## config.mk

```make
export PLATFORM = sky130hd
export DESIGN_NAME = train_approach_detector
export DESIGN_NICKNAME = d
export VERILOG_FILES = /design/src/rtl/railway_pkg.sv /design/src/rtl/sensor_debounce.sv /design/src/rtl/train_approach_detector.sv
export SDC_FILE = /design/constraint.sdc
export NUM_CORES = 1
export LEC_CHECK = 0
export BUFFER_PORTS_ARGS = -buffer_cell sky130_fd_sc_hd__buf_2
export CAP_MARGIN = 10
export CELL_PAD_IN_SITES_DETAIL_PLACEMENT = 0
export CELL_PAD_IN_SITES_GLOBAL_PLACEMENT = 1
export CORE_AREA = 2 2 52 79
export DETAILED_ROUTE_END_ITERATION = 16
export DIE_AREA = 0 0 54 81
export GPL_ROUTABILITY_DRIVEN = 0
export MAX_ROUTING_LAYER = met4
export PLACE_DENSITY = 0.91
export RECOVER_POWER = 50
export SYNTH_ARGS = -nofsm -noshare
export SYNTH_HDL_FRONTEND = slang
export SYNTH_SLANG_ARGS = --single-unit
```

## constraint.sdc

```tcl
create_clock -name clk -period 3.8 [get_ports clk]
set_clock_uncertainty 0.15 [all_clocks]
set_input_delay 0.19 -clock clk [delete_from_list [all_inputs] [get_ports clk]]
set_output_delay 0.19 -clock clk [all_outputs]
set_load 0.05 [all_outputs]
```

## src/rtl/railway_pkg.sv

```systemverilog
// Shared types and defaults for the railway crossing blocks.
package railway_pkg;

    typedef enum logic [1:0] {
        StIdle,
        StOccupied,
        StClearing,
        StFault
    } state_e;

    localparam int unsigned DefDebounceCycles = 4;
    localparam int unsigned DefClearHold      = 8;
    localparam int unsigned DefTimeout        = 1000;

    localparam int unsigned CntWidth = 4;
    localparam logic [CntWidth-1:0] CntMax = 4'd15;

    // Width of a counter that runs 0..n-1, never narrower than one bit.
    function automatic int unsigned ctr_width(input int unsigned n);
        return (n < 2) ? 1 : $clog2(n);
    endfunction

endpackage

```

## src/rtl/sensor_debounce.sv

```systemverilog
// Two-flop synchronizer plus stability filter; emits a one-cycle pulse on each accepted rise.
module sensor_debounce
    import railway_pkg::*;
#(
    parameter int unsigned DEBOUNCE_CYCLES = DefDebounceCycles
) (
    input  logic clk,
    input  logic reset,
    input  logic raw_i,
    output logic rise_o
);

    localparam int unsigned W = ctr_width(DEBOUNCE_CYCLES);
    localparam logic [W-1:0] StableMax = W'(DEBOUNCE_CYCLES - 1);

    logic         sync1_q, sync2_q;
    logic         level_q, level_d;
    logic         rise_q, rise_d;
    logic [W-1:0] stab_q, stab_d;

    // Level is accepted on the DEBOUNCE_CYCLES-th consecutive differing sample.
    always_comb begin
        level_d = level_q;
        rise_d  = 1'b0;
        stab_d  = '0;
        if (sync2_q != level_q) begin
            if (stab_q == StableMax) begin
                level_d = sync2_q;
                rise_d  = sync2_q;
            end else begin
                stab_d = stab_q + 1'b1;
            end
        end
    end

    always_ff @(posedge clk) begin
        if (reset) begin
            sync1_q <= 1'b0;
            sync2_q <= 1'b0;
            level_q <= 1'b0;
            rise_q  <= 1'b0;
            stab_q  <= '0;
        end else begin
            sync1_q <= raw_i;
            sync2_q <= sync1_q;
            level_q <= level_d;
            rise_q  <= rise_d;
            stab_q  <= stab_d;
        end
    end

    assign rise_o = rise_q;

endmodule

```

## src/rtl/train_approach_detector.sv

```systemverilog
// Counts trains between an approach and a departure sensor and requests gate closure.
module train_approach_detector
    import railway_pkg::*;
#(
    parameter int unsigned DEBOUNCE_CYCLES = DefDebounceCycles,
    parameter int unsigned CLEAR_HOLD      = DefClearHold,
    parameter int unsigned TIMEOUT         = DefTimeout
) (
    input  logic       clk,
    input  logic       reset,
    input  logic       sens_in,
    input  logic       sens_out,
    output logic       train_req,
    output logic [3:0] train_cnt,
    output logic       fault
);

    localparam int unsigned HW = ctr_width(CLEAR_HOLD);
    localparam int unsigned WW = ctr_width(TIMEOUT);
    localparam logic [HW-1:0] HoldLoad = HW'(CLEAR_HOLD - 1);
    localparam logic [WW-1:0] WdMax    = WW'(TIMEOUT - 1);

    logic arr, dep;

    sensor_debounce #(
        .DEBOUNCE_CYCLES(DEBOUNCE_CYCLES)
    ) u_deb_in (
        .clk   (clk),
        .reset (reset),
        .raw_i (sens_in),
        .rise_o(arr)
    );

    sensor_debounce #(
        .DEBOUNCE_CYCLES(DEBOUNCE_CYCLES)
    ) u_deb_out (
        .clk   (clk),
        .reset (reset),
        .raw_i (sens_out),
        .rise_o(dep)
    );

    state_e              state_q, state_d;
    logic [CntWidth-1:0] cnt_q, cnt_d;
    logic [HW-1:0]       hold_q, hold_d;
    logic [WW-1:0]       wd_q, wd_d;
    logic                req_q, req_d;
    logic                fault_q, fault_d;

    always_comb begin
        state_d = state_q;
        cnt_d   = cnt_q;
        hold_d  = hold_q;
        wd_d    = wd_q;
        unique case (state_q)
            StIdle: begin
                if (arr && !dep) begin
                    state_d = StOccupied;
                    cnt_d   = 4'd1;
                    wd_d    = '0;
                end else if (dep && !arr) begin
                    state_d = StFault;
                end
            end
            StOccupied: begin
                if (arr || dep) begin
                    wd_d = '0;
                end else if (wd_q == WdMax) begin
                    state_d = StFault;
                end else begin
                    wd_d = wd_q + 1'b1;
                end
                if (arr && !dep) begin
                    if (cnt_q == CntMax) begin
                        state_d = StFault;
                    end else begin
                        cnt_d = cnt_q + 4'd1;
                    end
                end else if (dep && !arr) begin
                    if (cnt_q == 4'd1) begin
                        cnt_d   = 4'd0;
                        state_d = StClearing;
                        hold_d  = HoldLoad;
                    end else if (cnt_q != 4'd0) begin
                        cnt_d = cnt_q - 4'd1;
                    end
                end
            end
            StClearing: begin
                // Departures here are trailing wheels of the train that just left.
                if (arr) begin
                    state_d = StOccupied;
                    cnt_d   = 4'd1;
                    wd_d    = '0;
                end else if (hold_q == '0) begin
                    state_d = StIdle;
                end else begin
                    hold_d = hold_q - 1'b1;
                end
            end
            StFault: ;
            default: state_d = StIdle;
        endcase
        req_d   = (state_d != StIdle);
        fault_d = (state_d == StFault);
    end

    always_ff @(posedge clk) begin
        if (reset) begin
            state_q <= StIdle;
            cnt_q   <= '0;
            hold_q  <= '0;
            wd_q    <= '0;
            req_q   <= 1'b0;
            fault_q <= 1'b0;
        end else begin
            state_q <= state_d;
            cnt_q   <= cnt_d;
            hold_q  <= hold_d;
            wd_q    <= wd_d;
            req_q   <= req_d;
            fault_q <= fault_d;
        end
    end

    assign train_req = req_q;
    assign train_cnt = cnt_q;
    assign fault     = fault_q;

endmodule

```

==> results of run 1 <==
## final timing paths
kind	start	to	slack (ps)
max	u_deb_in.rise_o$_SDFF_PP0_	state_q[1]$_SDFF_PP0_	1740
min	u_deb_out.stab_q[0]$_SDFF_PP0_	u_deb_out.stab_q[0]$_SDFF_PP0_	270
max reg2reg	u_deb_in.rise_o$_SDFF_PP0_	state_q[1]$_SDFF_PP0_	1740
min reg2reg	u_deb_out.stab_q[0]$_SDFF_PP0_	u_deb_out.stab_q[0]$_SDFF_PP0_	270
## per-layer routing
layer  track usage (%)  vias up
met3              4.96        4
li1                  -      729
met2              30.7       15
met1              18.9      690
met4              7.50        0
met5                 -        -
## sequential cells by signal, indices dropped and copies added (netlist names), 2 cells and up
name,count
state_q,2
hold_q,3
wd_q,10
u_deb_out.stab_q,2
u_deb_in.stab_q,2
train_cnt,4
## report_power, final
part | internal [mW] | switching [mW] | leakage, nW
Clock | 0.126 | 0.129 | 0.0439
Sequential | 0.348 | 0.00125 | 0.267
Combinational | 0.00488 | 0.00678 | 0.365
## timing repair
item                                   4_1_cts  5_1_grt
endpoints found under the hold margin        2        0
buffers inserted                             0        0
hold buffers                                 2        0
## layout by cell type, fill, tap and decap left out, drive strengths merged, types with 3 or more instances in the layout
master,count
dfxtp,33
nor3,15
ha,12
clkbuf,12
nor2,11
a21oi,11
inv,10
o21ai,10
nand2,7
nor2b,6
or3,6
a211oi,4
nand3,4
nand4,4
mux2i,3
and3,3
xnor2,3
or2,3
or4,3
nor4,3
## worst max-delay path, cell delays in order, from the launching register on
cell and delay [ps]:
dfxtp_1 370, ha_1 460, nor4b_4 110, a211o_1 330, a2111oi_2 420, nor2_1 70
## kinds of logic after synthesis
| logic type | count (synthesis) | share of synthesized area, % |
|---|---|---|
| AND/OR/NAND/NOR | 81 | 29.8 |
| AO/OA/AOI/OAI | 43 | 17.1 |
| flip-flops | 33 | 36.9 |
| buffers and inverters | 19 | 4.68 |
| adder cells (fa/ha/maj) | 12 | 8.38 |
| XOR/XNOR | 3 | 1.47 |
| multiplexers | 3 | 1.68 |
## layout make-up
class | instances | share of cell area (%)
Clock buffer | 5 | 3.54
Clock inverter | 3 | 0.902
Inverter | 10 | 1.93
Multi-Input combinational cell | 142 | 53.8
Sequential cell | 33 | 34.0
Tap cell | 45 | 2.90
Timing Repair Buffer | 11 | 2.90
## synth_stat cells (2+ instances only)
master and count:
a211oi_1 4, a21oi_1 11, a311oi_1 2, and3_1 3, and4_1 2, clkbuf_1 5, dfxtp_1 33, ha_1 12
inv_1 10, mux2i_1 3, nand2_1 7, nand2b_1 2, nand3_1 4, nand4_1 3, nor2_1 10, nor2b_1 6
nor3_1 14, nor4_1 2, nor4bb_1 2, o21ai_0 10, o221a_2 2, or2_2 3, or3_1 6, or4_1 3
xnor2_1 3
==> flow_metrics.tcl, run 1 <==
set metrics [dict create \
    outcome "finished clean" \
    fill_cells 378 \
    route.top_layer_used "met4" \
    fin_nets 219 \
    coreArea_sq_um 3780 \
    crit_path_start_kind "register" \
    clk_transition_reported_paths_ps 70 \
    routed_wl_mm 3.31 \
    drv_cap 0 \
    worst_r2r_path_depth 5 \
    cts_made_buffers 5 \
    grt_first_pass_wirelength_mm 5.68 \
    remaining_global_route_overflow 0 \
    netlist_top_cells_area "dfxtp_1 (37%), ha_1 (8.4%), nor3_1 (3.9%)" \
    multi_input_area_sq_um 1040 \
    drt_drc_violations_left 0 \
    worst_ir_drop_vdd_v 0.000249 \
    vias 1438 \
    cts_max_path_buffers 2 \
    slew_viol_final 0 \
    dp_worst_setup_slack_ps 1780 \
    synth.lib_cells_used.distinct 57 \
    worst_hold_path.num_cells 1 \
    setup_repair_after_global_routing_missed_its_margin "false" \
    minimum_clock_period_after_layout_ps 2060 \
    cp_required_ps 3780 \
    synth-warning-count 0 \
    route.detailed.vias_per_inst 5.78 \
    totalNegativeSetupSlack_ps 0 \
    antenna_violating_nets_post_route 0 \
    holdCritPathClass "register to register" \
    criticalPathCategory "register to register" \
    routed-wl-met3_um 88 \
    grt_pass1_vias 1369 \
    route.met2.wl_mm 1.77 \
    drtPass1Iterations 4 \
    initial_core_util_pct 47.4 \
    routedLengthMet1_mm 1.41 \
    timing.critical_path.arrival_ps 2040 \
    synth_area_sq_um 1790 \
    cp_max_fo 12 \
    placement.io_buffers 9 \
    slew_headroom_pct 20.9 \
    cts-root-buf "clkbuf_8" \
    die_x_um 54 \
    cts_max_level 2 \
    antenna-diode-count 0 \
    cts_resized 0 \
    place_hpwl_mm 2.45 \
    tritoncts "done" \
    synth.top_cell.area_share_pct 36.9 \
    report.power.total_uw 616 \
    post_synthesis_net_count 210 \
    track_usage_pct 18.0 \
    synthDominantAreaCellType "dfxtp_1" \
    layout.core_utilization_pct 51.3 \
    worst_setup_path_end_kind "register" \
    layout.cell_area.non_filler_sq_um 1940 \
    timing.final.setup_violations 0 \
    synth_seq_area_share_pct 36.9 \
    synth_edf_count 0 \
    postPlaceCellArea_sq_um 1850 \
    die_h_um 81 \
    antenna_found_initial 0 \
    setup_ws_ps 1740 \
    avgSynthCellArea_sq_um 9.24 \
    core.rowCount 28 \
    hold_slack_ps 272 \
    cellPowerDensity_nw_per_um2 317 \
    dp.cells 239 \
    clock.fmax_mhz 486 \
    clkSinkCount 33 \
    io_pins 10 \
    report.final.hold_viol_count 0 \
    stdcell_count 249 \
    area.sequential_sq_um 661 \
    synth-main-ff-cell "dfxtp_1" \
    synth-seq-cells 33 \
    floorplan.die_area_sq_um 4370 \
    synth_cells 194 \
    clkLatencyLatePin_ps 280 \
    drt_iter0_markers 29 \
    period_share_pct 54.2 \
    largest_net_degree_at_the_start_of_global_routing 29 \
    syn2layout_area_growth_pct 8.38 \
    worst_slew_pin_slew_ps 1190 \
    leakagePower_nw 0.676 \
    drt-wirelength-per-cell_um 13.3 \
    layout-drive-gt1-share_pct 11.8 \
    synthArstFlopShare_pct 0 \
]
Power figures use the tool's default switching activity.
==> run 2: changes to the inputs <==
--- a/config.mk
+++ b/config.mk
@@ -9,12 +9,12 @@
 export CAP_MARGIN = 10
 export CELL_PAD_IN_SITES_DETAIL_PLACEMENT = 0
 export CELL_PAD_IN_SITES_GLOBAL_PLACEMENT = 1
-export CORE_AREA = 2 2 52 79
+export CORE_AREA = 2 2 54 82
 export DETAILED_ROUTE_END_ITERATION = 16
-export DIE_AREA = 0 0 54 81
+export DIE_AREA = 0 0 56 84
 export GPL_ROUTABILITY_DRIVEN = 0
 export MAX_ROUTING_LAYER = met4
-export PLACE_DENSITY = 0.91
+export PLACE_DENSITY = 0.86
 export RECOVER_POWER = 50
 export SYNTH_ARGS = -nofsm -noshare
 export SYNTH_HDL_FRONTEND = slang
==> constraint.sdc (replaced) <==
create_clock -name clk -period 1.9 [get_ports clk]
set_clock_uncertainty 0.15 [all_clocks]
set_input_delay 0.095 -clock clk [delete_from_list [all_inputs] [get_ports clk]]
set_output_delay 0.095 -clock clk [all_outputs]
set_load 0.05 [all_outputs]
==> run 2 against run 1 <==
Final area rose by 11%. Maximum frequency rose by 13%. Worst hold slack got worse by 160 ps. Global-route usage fell by 0.94 points.
==> flow_metrics.tcl, run 2 (same netlist as run 1, synthesis figures left out) <==
set metrics [dict create \
    layout-drive-gt1-share_pct 26.0 \
    drt_iter0_markers 36 \
    hold_slack_ps 115 \
    holdCritPathClass "primary input to register" \
    route.detailed.vias_per_inst 5.64 \
    clock.fmax_mhz 549 \
    grt_pass1_vias 1429 \
    grt_first_pass_wirelength_mm 6.24 \
    cpMaxStageDelayCell "or4bb_4" \
    clkLatencyLatePin_ps 280 \
    die_h_um 84 \
    clk_transition_reported_paths_ps 70 \
    track_usage_pct 17.1 \
    cts_max_level 2 \
    clkSinkCount 33 \
    io_pins 10 \
    die_x_um 56 \
    routed_wl_mm 3.59 \
    number_of_flip_flops_in_the_largest_register 10 \
    cts_max_path_buffers 2 \
    cp_max_fo 9 \
    antenna_violating_nets_post_route 0 \
    place_hpwl_mm 2.60 \
    core.rowCount 29 \
    worst_path_largest_cell_delay_ps 550 \
    cp_required_ps 1900 \
    crit_path_cell_trace "inv_1 > ha_1 > or4bb_4 > o22a_4 > nand4_1 > a21oi_1" \
    crit_path_start_kind "register" \
    cellPowerDensity_nw_per_um2 658 \
    timing.final.setup_violations 0 \
    outcome "finished clean" \
    syn2layout_area_growth_pct 19.9 \
    coreArea_sq_um 4060 \
    report.final.hold_viol_count 0 \
    fill_cells 382 \
    slew_headroom_pct 55.9 \
    worst_ir_drop_vdd_v 0.000736 \
    layout.cell_area.non_filler_sq_um 2150 \
    report.power.total_mw 1.41 \
    timing.critical_path.arrival_ps 1820 \
    remaining_global_route_overflow 0 \
    vias 1471 \
    initial_core_util_pct 44.1 \
    largest-register "wd_q" \
    setup_repair_after_global_routing_missed_its_margin "true" \
    drt_drc_violations_left 0 \
    leakagePower_nw 0.766 \
    period_share_pct 95.9 \
    number_of_post_cts_setup_repair_buffers 0 \
    drv_cap 0 \
    slew_viol_final 0 \
    tritoncts "done" \
    layout_common_cells "dfxtp_1 (27), nor3_1 (13), buf_4 (11), nor2_1 (10), o21ai_0 (10)" \
    worst_slew_pin_slew_ps 652 \
    antenna_found_initial 0 \
    fin_nets 230 \
    setup_ws_ps 77.5 \
    cts_made_buffers 5 \
    drt-wirelength-per-cell_um 13.8 \
    dp_worst_setup_slack_ps -15.0 \
    layout.cells.most_common "dfxtp_1" \
    cts-root-buf "clkbuf_8" \
    largest_net_degree_at_the_start_of_global_routing 29 \
    drtPass1Iterations 4 \
    floorplan.die_area_sq_um 4700 \
    antenna-diode-count 0 \
    criticalPathCategory "register to register" \
    minimum_clock_period_after_layout_ps 1820 \
    worst_setup_path_end_kind "register" \
    postPlaceCellArea_sq_um 1940 \
    placement.io_buffers 9 \
]
[run 2: cell types whose count changed in the layout (fill, tap and decap cells not counted), moves of 2 or more]
cell,change
clkinv_2,-2
buf_4,+11
a21oi_1,-2
a21oi_2,+2
ha_1,-3
ha_2,+2
inv_2,+2
inv_1,-2
dfxtp_2,+5
dfxtp_1,-6
[run 2: area by class of cell]
| class | instances | area [sq um] | area share (%) |
|---|---|---|---|
| timing repair buffer | 22 | 140 | 6.52 |
| tap | 46 | 57.6 | 2.68 |
| clock inverter | 2 | 37.5 | 1.75 |
| sequential | 33 | 671 | 31.2 |
| multi-input combinational | 142 | 1120 | 52.2 |
| clock buffer | 6 | 82.6 | 3.84 |
| inverter | 10 | 37.5 | 1.75 |
[run 2: critical path: cells and delay by family, from the launching register on]
family                     cells  cell delay, ps
AOI/OAI and AO/OA              2             290
adders and majority gates      1             140
buffers and inverters          1              90
DFF                            1             370
and+or+nand+nor                2             650
[run 2: layer usage]
layer / track usage (%) / vias to the layer above / part of all wire [%]
met5: - / - / 0
met4: 6.93 / 0 / 2.2
met1: 17.8 / 684 / 42
met3: 4.19 / 7 / 2.3
li1: - / 762 / -
met2: 30.1 / 18 / 54
[run 2: repair_timing]
action                                 in CTS  in global routing
hold buffers                                2                  0
endpoints found under the hold margin       2                  0
setup endpoints to repair                   4                 14
resized for setup                           1                 16
pin swaps                                   0                  4
[run 2: stage by stage]
step	utilization [%]	setup TNS (ps)	std cells
2_1_floorplan	-	-3.76	194
3_3_place_gp	47.8	-0.562	251
3_5_place_dp	47.8	-32.0	251
4_1_cts	51.3	0	261
5_1_grt	52.9	-8.56	261
6_report	52.9	0	261
[run 2: final timing paths]
kind                            startpoint                        endpoint  slack (ps)  cells past startpoint
max              train_cnt[0]$_SDFFE_PP0P_       train_cnt[1]$_SDFFE_PP0P_          80                      6
min                                  reset  u_deb_out.level_q$_SDFFE_PP0P_         110                      2
max reg2reg      train_cnt[0]$_SDFFE_PP0P_       train_cnt[1]$_SDFFE_PP0P_          80                      6
min reg2reg  u_deb_in.stab_q[0]$_SDFF_PP0_   u_deb_in.stab_q[0]$_SDFF_PP0_         270                      1
[run 2: power breakdown]
part | switching [mW] | internal [mW]
Clock | 0.266 | 0.426
Combinational | 0.0144 | 0.0101
Sequential | 0.00261 | 0.695
Total | 0.283 | 1.13
